$ cat config.mk
export PLATFORM = sky130hd
export DESIGN_NAME = clock_ctrl
export DESIGN_NICKNAME = d
export VERILOG_FILES = /design/src/rtl/clock_pkg.sv /design/src/rtl/switch_debounce.sv /design/src/rtl/clock_ctrl.sv
export SDC_FILE = /design/constraint.sdc
export NUM_CORES = 1
export LEC_CHECK = 0
export CAP_MARGIN = 20
export CORE_ASPECT_RATIO = 0.75
export CORE_MARGIN = 5
export CORE_UTILIZATION = 50
export DETAILED_ROUTE_END_ITERATION = 12
export PLACE_DENSITY = 0.72
export SYNTH_ARGS = -nofsm -noshare
export SYNTH_HDL_FRONTEND = slang
export SYNTH_HIERARCHICAL = 1
export SYNTH_SLANG_ARGS = --single-unit
$ cat constraint.sdc
create_clock -name clk -period 3.25 [get_ports clk]
set_clock_uncertainty 0.2 [all_clocks]
set_input_delay 0.65 -clock clk [delete_from_list [all_inputs] [get_ports clk]]
set_output_delay 0.65 -clock clk [all_outputs]
set_load 0.02 [all_outputs]
$ cat src/rtl/clock_pkg.sv
// Shared encodings and limits for the clock mode/alarm controller.
package clock_pkg;

  typedef logic [1:0] mode_t;
  typedef logic [1:0] alarm_state_t;

  localparam mode_t MODE_RUN       = 2'd0;
  localparam mode_t MODE_SET_TIME  = 2'd1;
  localparam mode_t MODE_SET_ALARM = 2'd2;

  localparam alarm_state_t AL_IDLE   = 2'd0;
  localparam alarm_state_t AL_RING   = 2'd1;
  localparam alarm_state_t AL_SNOOZE = 2'd2;

  localparam logic [4:0] HOUR_MAX = 5'd23;
  localparam logic [5:0] MIN_MAX  = 6'd59;

endpackage

$ cat src/rtl/switch_debounce.sv
// Raw switch -> 2-flop synchronizer -> debounce counter -> single-cycle press strobe.
// Strobe is registered, DEBOUNCE_CYCLES+2 edges after the raw level first settles high.
module switch_debounce #(
  parameter int DEBOUNCE_CYCLES = 3
) (
  input  logic clk,
  input  logic rst,
  input  logic raw,
  output logic press
);

  localparam int CW = $clog2(DEBOUNCE_CYCLES) + 1;

  logic          sync_1;
  logic          sync_2;
  logic          level;
  logic [CW-1:0] cnt;

  always_ff @(posedge clk) begin
    if (rst) begin
      sync_1 <= 1'b0;
      sync_2 <= 1'b0;
      level  <= 1'b0;
      cnt    <= '0;
      press  <= 1'b0;
    end else begin
      sync_1 <= raw;
      sync_2 <= sync_1;
      press  <= 1'b0;
      // Any bounce back to the accepted level restarts the qualification window.
      if (sync_2 == level) begin
        cnt <= '0;
      end else if (cnt == CW'(DEBOUNCE_CYCLES)) begin
        level <= sync_2;
        cnt   <= '0;
        press <= sync_2;
      end else begin
        cnt <= cnt + CW'(1);
      end
    end
  end

endmodule

$ cat src/rtl/clock_ctrl.sv
// Mode FSM, alarm registers and alarm ring/snooze FSM driven by three debounced buttons.
// Register effects land one edge after the internal press strobe.
module clock_ctrl
  import clock_pkg::*;
#(
  parameter int DEBOUNCE_CYCLES = 3,
  parameter int RING_CYCLES     = 500,
  parameter int SNOOZE_CYCLES   = 1000
) (
  input  logic       clk,
  input  logic       rst,
  input  logic       switch_1,
  input  logic       switch_2,
  input  logic       switch_3,
  input  logic [4:0] cur_hour,
  input  logic [5:0] cur_min,
  output logic [1:0] mode,
  output logic       time_hold,
  output logic       inc_hour,
  output logic       inc_min,
  output logic [4:0] alarm_hour,
  output logic [5:0] alarm_min,
  output logic       alarm_en,
  output logic       buzzer
);

  localparam int RW = $clog2(RING_CYCLES) + 1;
  localparam int SW = $clog2(SNOOZE_CYCLES) + 1;

  logic         press_1, press_2, press_3;
  logic         s1, s2, s3;
  logic         match, match_q;
  logic         alarm_busy;
  logic         alarm_off;
  alarm_state_t al_state;
  logic [RW-1:0] ring_cnt;
  logic [SW-1:0] snooze_cnt;

  switch_debounce #(.DEBOUNCE_CYCLES(DEBOUNCE_CYCLES)) u_db_1 (.clk(clk), .rst(rst), .raw(switch_1), .press(press_1));
  switch_debounce #(.DEBOUNCE_CYCLES(DEBOUNCE_CYCLES)) u_db_2 (.clk(clk), .rst(rst), .raw(switch_2), .press(press_2));
  switch_debounce #(.DEBOUNCE_CYCLES(DEBOUNCE_CYCLES)) u_db_3 (.clk(clk), .rst(rst), .raw(switch_3), .press(press_3));

  assign s3 = press_3;
  assign s1 = press_1 & ~press_3;
  assign s2 = press_2 & ~press_3 & ~press_1;

  assign match      = alarm_en && (mode == MODE_RUN) &&
                      (cur_hour == alarm_hour) && (cur_min == alarm_min);
  assign alarm_busy = (al_state != AL_IDLE);
  // Acknowledge, or alarm_en being cleared now or already, silences the alarm.
  assign alarm_off  = s3 || (s1 && alarm_en) || !alarm_en;
  assign time_hold  = (mode == MODE_SET_TIME);
  assign buzzer     = (al_state == AL_RING);

  always_ff @(posedge clk) begin
    if (rst) begin
      mode       <= MODE_RUN;
      inc_hour   <= 1'b0;
      inc_min    <= 1'b0;
      alarm_hour <= '0;
      alarm_min  <= '0;
      alarm_en   <= 1'b0;
    end else begin
      inc_hour <= 1'b0;
      inc_min  <= 1'b0;
      case (mode)
        MODE_RUN: begin
          if (s3 && !alarm_busy) mode <= MODE_SET_TIME;
          else if (s1)           alarm_en <= ~alarm_en;
        end
        MODE_SET_TIME: begin
          if (s3) mode <= MODE_SET_ALARM;
          inc_hour <= s1;
          inc_min  <= s2;
        end
        MODE_SET_ALARM: begin
          if (s3) mode <= MODE_RUN;
          if (s1) alarm_hour <= (alarm_hour == HOUR_MAX) ? 5'd0 : alarm_hour + 5'd1;
          if (s2) alarm_min  <= (alarm_min == MIN_MAX) ? 6'd0 : alarm_min + 6'd1;
        end
        default: mode <= MODE_RUN;
      endcase
    end
  end

  always_ff @(posedge clk) begin
    if (rst) begin
      al_state   <= AL_IDLE;
      match_q    <= 1'b0;
      ring_cnt   <= '0;
      snooze_cnt <= '0;
    end else begin
      match_q <= match;
      case (al_state)
        AL_IDLE: begin
          if (match && !match_q) begin
            al_state <= AL_RING;
            ring_cnt <= '0;
          end
        end
        AL_RING: begin
          if (alarm_off) begin
            al_state <= AL_IDLE;
          end else if (s2) begin
            al_state   <= AL_SNOOZE;
            snooze_cnt <= '0;
          end else if (ring_cnt == RW'(RING_CYCLES - 1)) begin
            al_state <= AL_IDLE;
          end else begin
            ring_cnt <= ring_cnt + RW'(1);
          end
        end
        AL_SNOOZE: begin
          if (alarm_off) begin
            al_state <= AL_IDLE;
          end else if (snooze_cnt == SW'(SNOOZE_CYCLES - 1)) begin
            al_state <= AL_RING;
            ring_cnt <= '0;
          end else begin
            snooze_cnt <= snooze_cnt + SW'(1);
          end
        end
        default: al_state <= AL_IDLE;
      endcase
    end
  end

endmodule

## After elaboration in Yosys (flattened, before gate mapping)

Cells that the tools add are included.
Widths: inputs -> output; s select.

- Register bits: 61
- Bits in latches: 0
- Memory bits (writable): 0
- Memory bits (read-only): 0
- Input port bits: 16
- Output and inout port bits: 18
- Memories kept: 0

- Add/sub/neg operators: 7
- Multiply operators: 0
- Divide/modulo/power cells: 0
- Order comparisons: 0
- Equality and inequality tests: 29
- Shifts and indexed selects: 0
- Muxes and demuxes: 25
- Bitwise operators: 14
- Reduce and logical (&&, ||, !) cells: 33

Operator list:

| cell | number |
|---|---|
| $mux 10 | 6 |
| $mux 11 | 4 |
| $pmux 10 s3 | 1 |
| $pmux 11 s2 | 1 |
| $mux 2 | 9 |
| $reduce_or 3->1 | 6 |
| $ne 2x2->1 const B | 7 |
| $pmux 2 s3 | 2 |
| $add 11x1->11 const B | 1 |
| $eq 11x10->1 const B | 1 |
| $not 1->1 | 11 |
| $add 10x1->10 const B | 1 |
| $eq 10x9->1 const B | 1 |
| $reduce_and 2->1 | 5 |
| $add 3x1->3 const B | 3 |
| $eq 3x2->1 const B | 3 |
| $reduce_and 3->1 | 3 |
| $ne 2x1->1 const B | 4 |
| $reduce_and 7->1 | 1 |
| $add 6x1->6 const B | 1 |
| $eq 6x6->1 | 1 |
| $eq 6x6->1 const B | 1 |
| $logic_and 1x1->1 | 6 |
| $mux 6 | 1 |
| 17 further kinds | 28 |

## Logic depth before layout (Yosys ltp)

- Word-level depth: 7
- Gate-level depth with buffers: 9

## Modules after synthesis

Netlist, hierarchy kept.

Modules (own cells, without submodules):

| module | times used | cells an instance | area an instance (um^2) |
|---|---|---|---|
| clock_ctrl | 1 | 255 | 2233.4 |
| switch_debounce | 3 | 19 | 244.0 |

## Least setup slack after synthesis

No wires, ideal clock.

- Path kind: input -> register
- Start point: input cur_min[4]
- End point: register ring_cnt[1]
- Setup time: 0.072 ns
- Data arrival time: 1.860 ns
- Data required time: 2.978 ns
- Setup slack: 1.119 ns
- Stages on the path: 5
- Path buffers: 0
- Cell sequence: xor2_1 -> nor4_1 -> nand4_1 -> a21oi_4 -> mux2i_1

- Cells in the longest elaborated chain, start to end: 5

Ends and longest elaborated chain:

| item | RTL line | RTL |
|---|---|---|
| from (decl) | clock_ctrl.sv:16 | `input logic [5:0] cur_min,` |
| $eq 6x6->1 | clock_ctrl.sv:48 | `(cur_hour == alarm_hour) && (cur_min == alarm_min);` |
| $logic_and 1x1->1 | clock_ctrl.sv:48 |  |
| $logic_and 1x1->1 | clock_ctrl.sv:96 | `if (match && !match_q) begin` |
| $ne 2x2->1 (no source line) | -- |  |
| $reduce_and 7->1 (no source line) | -- |  |
| to (signal assigned) | clock_ctrl.sv:110 | `ring_cnt <= ring_cnt + RW'(1);` |
| to (decl) | clock_ctrl.sv:36 | `logic [RW-1:0] ring_cnt;` |

Every way passes these cells.
A chain may end at the register's enable or synchronous reset.

## Final worst setup path

- Start point: register al_state[1]
- End point: output buzzer

- Cells in the longest elaborated chain, start to end: 1

Ends and longest elaborated chain:

| item | RTL line | RTL |
|---|---|---|
| from (decl) | clock_ctrl.sv:35 | `alarm_state_t al_state;` |
| from (signal assigned) | clock_ctrl.sv:88 | `al_state <= AL_IDLE;` |
| from (signal assigned) | clock_ctrl.sv:97 | `al_state <= AL_RING;` |
| from (signal assigned) | clock_ctrl.sv:103 | `al_state <= AL_IDLE;` |
| $eq 2x1->1 | clock_ctrl.sv:53 | `assign buzzer = (al_state == AL_RING);` |
| to (decl) | clock_ctrl.sv:24 | `output logic buzzer` |

Every way passes these cells.

==> metrics.txt <==
# TYPE chip_impl_metric gauge
chip_impl_metric{name="tritoncts_num_sinks",unit=""} 61
chip_impl_metric{name="final_antenna_net_count",unit=""} 0
chip_impl_metric{name="max-clock-path-buffers",unit=""} 2
chip_impl_metric{name="max-vdd-ir-drop",unit="mV"} 0.2746
chip_impl_metric{name="timing_max_transition_violations_final",unit=""} 0
chip_impl_metric{name="cp.buffers_inverters",unit=""} 3
chip_impl_metric{name="floorplan.rows",unit=""} 24
chip_impl_metric{name="die_footprint",unit="um^2"} 7587
chip_impl_metric{name="multiInputGateArea",unit="um^2"} 1625
chip_impl_metric{name="synth_edf_count",unit=""} 0
chip_impl_info{name="min_from",value="u_db_1/cnt[0]$_SDFF_PP0_"} 1
chip_impl_metric{name="post-cts-setup-buffer-count",unit=""} 0
chip_impl_info{name="tritoncts",value="built"} 1
chip_impl_metric{name="setup-violations-final",unit=""} 0
chip_impl_metric{name="final_net_count",unit=""} 371
chip_impl_info{name="timing_worst_setup_path_type",value="reg -> out"} 1
chip_impl_info{name="critical_path_capture_point_type",value="primary output"} 1
chip_impl_metric{name="gp_routability_congestion",unit=""} 0.8294
chip_impl_metric{name="cp_max_fo",unit=""} 8
chip_impl_info{name="run_status",value="finished, final reports clean"} 1
chip_impl_metric{name="route.detailed.drc",unit=""} 0
chip_impl_info{name="cell_by_cell_listing_of_the_critical_path",value="inv_2 -> nand2_2 -> inv_1 -> clkdlybuf4s50_1"} 1
chip_impl_metric{name="layout.filler_cells",unit=""} 497
chip_impl_metric{name="total_nets_after_synthesis",unit=""} 338
chip_impl_metric{name="timing_worst_slew_pin_value",unit="ns"} 0.6120
chip_impl_info{name="path_delay_family",value="buffers and inverters"} 1
chip_impl_metric{name="detailedRoute.firstPassIterationCount",unit=""} 4
chip_impl_metric{name="place_hpwl",unit="um"} 4246
chip_impl_metric{name="synth.avg_cell_area",unit="um^2"} 9.504
chip_impl_info{name="critPathSlowestCell",value="sky130_fd_sc_hd__dfxtp_1"} 1
chip_impl_metric{name="utilization",unit="%"} 61.01
chip_impl_metric{name="timing.fmax",unit="MHz"} 386.4
chip_impl_metric{name="h-tree-depth",unit=""} 3
chip_impl_metric{name="postSynthCellCount",unit=""} 312
chip_impl_metric{name="yosys.area.top_type_share",unit="%"} 41.18
chip_impl_metric{name="placement.io_buffers",unit=""} 33
chip_impl_metric{name="synth_area",unit="um^2"} 2965
chip_impl_info{name="cts_root_buf",value="sky130_fd_sc_hd__clkbuf_8"} 1
chip_impl_metric{name="synth_async_sr_flop_share",unit="%"} 0
chip_impl_metric{name="maxCapViolCount",unit=""} 0
chip_impl_info{name="post_synth_most_frequent_cells",value="61 x sky130_fd_sc_hd__dfxtp_1, 35 x sky130_fd_sc_hd__nor2_1, 19 x sky130_fd_sc_hd__nand2_1"} 1
chip_impl_metric{name="critical_path_arrival",unit="ns"} 1.74
chip_impl_metric{name="setup-tns-final",unit="ns"} 0
chip_impl_metric{name="worst_ep_required_time",unit="ns"} 2.40
chip_impl_metric{name="ff_latch_area",unit="um^2"} 1221
chip_impl_metric{name="cts-hold-fix-buffers",unit=""} 0
chip_impl_metric{name="die_w",unit="um"} 98.93
chip_impl_info{name="yosys-top-cells-area",value="sky130_fd_sc_hd__dfxtp_1 41%, sky130_fd_sc_hd__xnor2_1 4.7%, sky130_fd_sc_hd__nor2_1 4.4%, sky130_fd_sc_hd__ha_1 4.2%, sky130_fd_sc_hd__xor2_1 3.8%"} 1
chip_impl_metric{name="powerDensity",unit="nW/um^2"} 432.7
chip_impl_metric{name="path_clk_slew",unit="ns"} 0.07
chip_impl_metric{name="floorplan.initialDensity",unit="%"} 51.17
chip_impl_metric{name="synth_cell_type_count",unit=""} 56
chip_impl_metric{name="place_inst",unit=""} 412
chip_impl_metric{name="grt_start_max_net_pins",unit=""} 35
chip_impl_metric{name="vias_per_cell",unit=""} 5.568
chip_impl_metric{name="static-leakage-power",unit="nW"} 1.250
chip_impl_metric{name="grt_use_total",unit="%"} 17.04
chip_impl_metric{name="post_route_cells_drive_above_1_share",unit="%"} 10.29
chip_impl_metric{name="route.detailed.wl_per_inst",unit="um"} 13.97
chip_impl_info{name="synthMostInstantiatedCell",value="sky130_fd_sc_hd__dfxtp_1"} 1
chip_impl_info{name="min_delay_worst_endpoint",value="u_db_1/cnt[0]$_SDFF_PP0_"} 1
chip_impl_metric{name="layout_min_cycle_time",unit="ns"} 2.588
chip_impl_metric{name="grt_antenna_before_repair",unit=""} 0
chip_impl_metric{name="largest_stage_delay_on_the_critical_path",unit="ns"} 0.58
chip_impl_info{name="ys_dominant_reg_cell",value="sky130_fd_sc_hd__dfxtp_1"} 1
chip_impl_metric{name="die_height",unit="um"} 76.70
chip_impl_metric{name="yosys_warnings",unit=""} 6
chip_impl_info{name="reg2reg_from",value="alarm_en$_SDFFE_PP0P_"} 1
chip_impl_metric{name="clock_latency",unit="ns"} 0.33
chip_impl_info{name="cp-start-kind",value="register"} 1
chip_impl_metric{name="design.portCount",unit=""} 34
chip_impl_metric{name="sequential_to_total_area_share_from_yosys_stat",unit="%"} 41.18
chip_impl_metric{name="cts_resized",unit=""} 0
chip_impl_metric{name="stdcell_count",unit=""} 428
chip_impl_metric{name="synth_seq_cells",unit=""} 61
chip_impl_metric{name="antenna_cells_inserted",unit=""} 0
chip_impl_metric{name="drt_iter0_markers",unit=""} 101
chip_impl_metric{name="flow.area_growth_from_synthesis",unit="%"} 19.24
chip_impl_metric{name="hold_viol",unit=""} 0
chip_impl_metric{name="detailroute.via_count",unit=""} 2383
chip_impl_metric{name="postRouteWirelength",unit="um"} 5980
chip_impl_metric{name="grt_pass1_vias",unit=""} 2241
chip_impl_metric{name="relSlewSlack",unit="%"} 59.20
chip_impl_info{name="holdCritPathClass",value="reg -> reg"} 1
chip_impl_metric{name="fp.coreArea",unit="um^2"} 5796
chip_impl_metric{name="timing.reg2reg.setup_slack",unit="ns"} 0.96
chip_impl_metric{name="grt_first_pass_wirelength",unit="um"} 10580
chip_impl_metric{name="worst-r2r-cell-count",unit=""} 5
chip_impl_metric{name="overflow",unit=""} 0
chip_impl_info{name="r2r-end",value="ring_cnt[6]$_SDFFE_PP0P_"} 1
chip_impl_metric{name="fin_crit_sh",unit="%"} 79.64
chip_impl_info{name="post-synth-top-area-cell",value="sky130_fd_sc_hd__dfxtp_1"} 1
chip_impl_info{name="grt_setup_unrepaired",value="false"} 1
chip_impl_metric{name="min_delay_path_depth",unit=""} 1
chip_impl_metric{name="cts_buffers",unit=""} 9
-- power by group --
part | internal, W | switching [W]
sequential | 0.000752 | 0.00000209
combinational | 0.0000259 | 0.0000223
clock | 0.000432 | 0.000296
total | 0.00121 | 0.000321
-- cells in the final DEF, fill, tap and decap left out, types with 5 or more instances in the layout --
cell type and n:
sky130_fd_sc_hd__dfxtp_1 61, sky130_fd_sc_hd__nor2_1 35, sky130_fd_sc_hd__clkdlybuf4s50_1 32, sky130_fd_sc_hd__nand2_1 19, sky130_fd_sc_hd__xnor2_1 16, sky130_fd_sc_hd__xor2_1 13
sky130_fd_sc_hd__nand3_1 13, sky130_fd_sc_hd__nor2b_1 10, sky130_fd_sc_hd__ha_1 10, sky130_fd_sc_hd__a21oi_1 9, sky130_fd_sc_hd__a211oi_1 9, sky130_fd_sc_hd__mux2i_1 9
sky130_fd_sc_hd__clkbuf_8 9, sky130_fd_sc_hd__nor4_1 8, sky130_fd_sc_hd__inv_1 7, sky130_fd_sc_hd__nor3_1 7, sky130_fd_sc_hd__and3_1 7, sky130_fd_sc_hd__nand4_1 5
-- sequential cells by signal, summed over array words and instances, names as in the netlist, 2 cells and up --
name,flops
al_state,2
mode,2
snooze_cnt,11
u_db_1/cnt,3
u_db_3/cnt,3
u_db_2/cnt,3
alarm_min,6
alarm_hour,5
ring_cnt,10
-- cell type report --
class,instances,area share (%)
clock buffers,10,3.609
multi-input cells,229,45.97
repair buffers,36,9.837
clock inverters,6,2.442
inverters,8,0.8493
flip-flops and latches,61,34.54
well taps,78,2.760
-- cells by family (layout without fill, tap and decap cells) --
| kind of cell | count (synthesis) | count (layout) | share of synthesized area (%) |
|---|---|---|---|
| compound gates | 48 | 48 | 13.25 |
| xor+xnor | 29 | 29 | 8.565 |
| fa+ha+maj | 10 | 10 | 4.219 |
| flops | 61 | 61 | 41.18 |
| mux | 10 | 10 | 3.418 |
| simple gates | 132 | 132 | 25.36 |
| buf+inv | 22 | 60 | 4.009 |
-- through the flow --
step | setup slack, ns | hold slack (ns) | total power (W) | area (um^2)
3_5_place_dp | 0.3956 | 0.2199 | 0.0008193 | 3322
5_1_grt | 0.5260 | 0.2466 | 0.001592 | 3536
2_1_floorplan | 1.119 | 0.2048 | 0.0007919 | 2965
6_report | 0.6618 | 0.2283 | 0.001530 | 3536
4_1_cts | 0.6403 | 0.2298 | 0.001552 | 3536
3_3_place_gp | 0.4326 | 0.2183 | 0.0008182 | 3322
-- worst max-delay path by stage --
| stage | from | to | depth (start not counted) |
|---|---|---|---|
| floorplan | cur_min[4] | ring_cnt[1]$_SDFFE_PP0P_ | 5 |
| global placement | cur_min[3] | ring_cnt[6]$_SDFFE_PP0P_ | 6 |
| detailed placement | cur_min[4] | ring_cnt[6]$_SDFFE_PP0P_ | 6 |
| CTS | al_state[1]$_SDFFE_PP0P_ | buzzer | 4 |
| global route | al_state[1]$_SDFFE_PP0P_ | buzzer | 4 |
| finish | al_state[1]$_SDFFE_PP0P_ | buzzer | 4 |
-- per-layer routing --
metal | part of all wire (%) | routed length, um | GRT usage (%) | vias to the layer above
met3 | 7.7 | 460 | 6.618 | 2
met5 | 0 | 0 | 0 | -
met2 | 42 | 2536 | 25.80 | 68
met4 | 0.30 | 18 | 4.093 | 0
li1 | - | - | - | 1199
met1 | 50 | 2965 | 22.82 | 1114
Power figures use the tool's default switching activity.
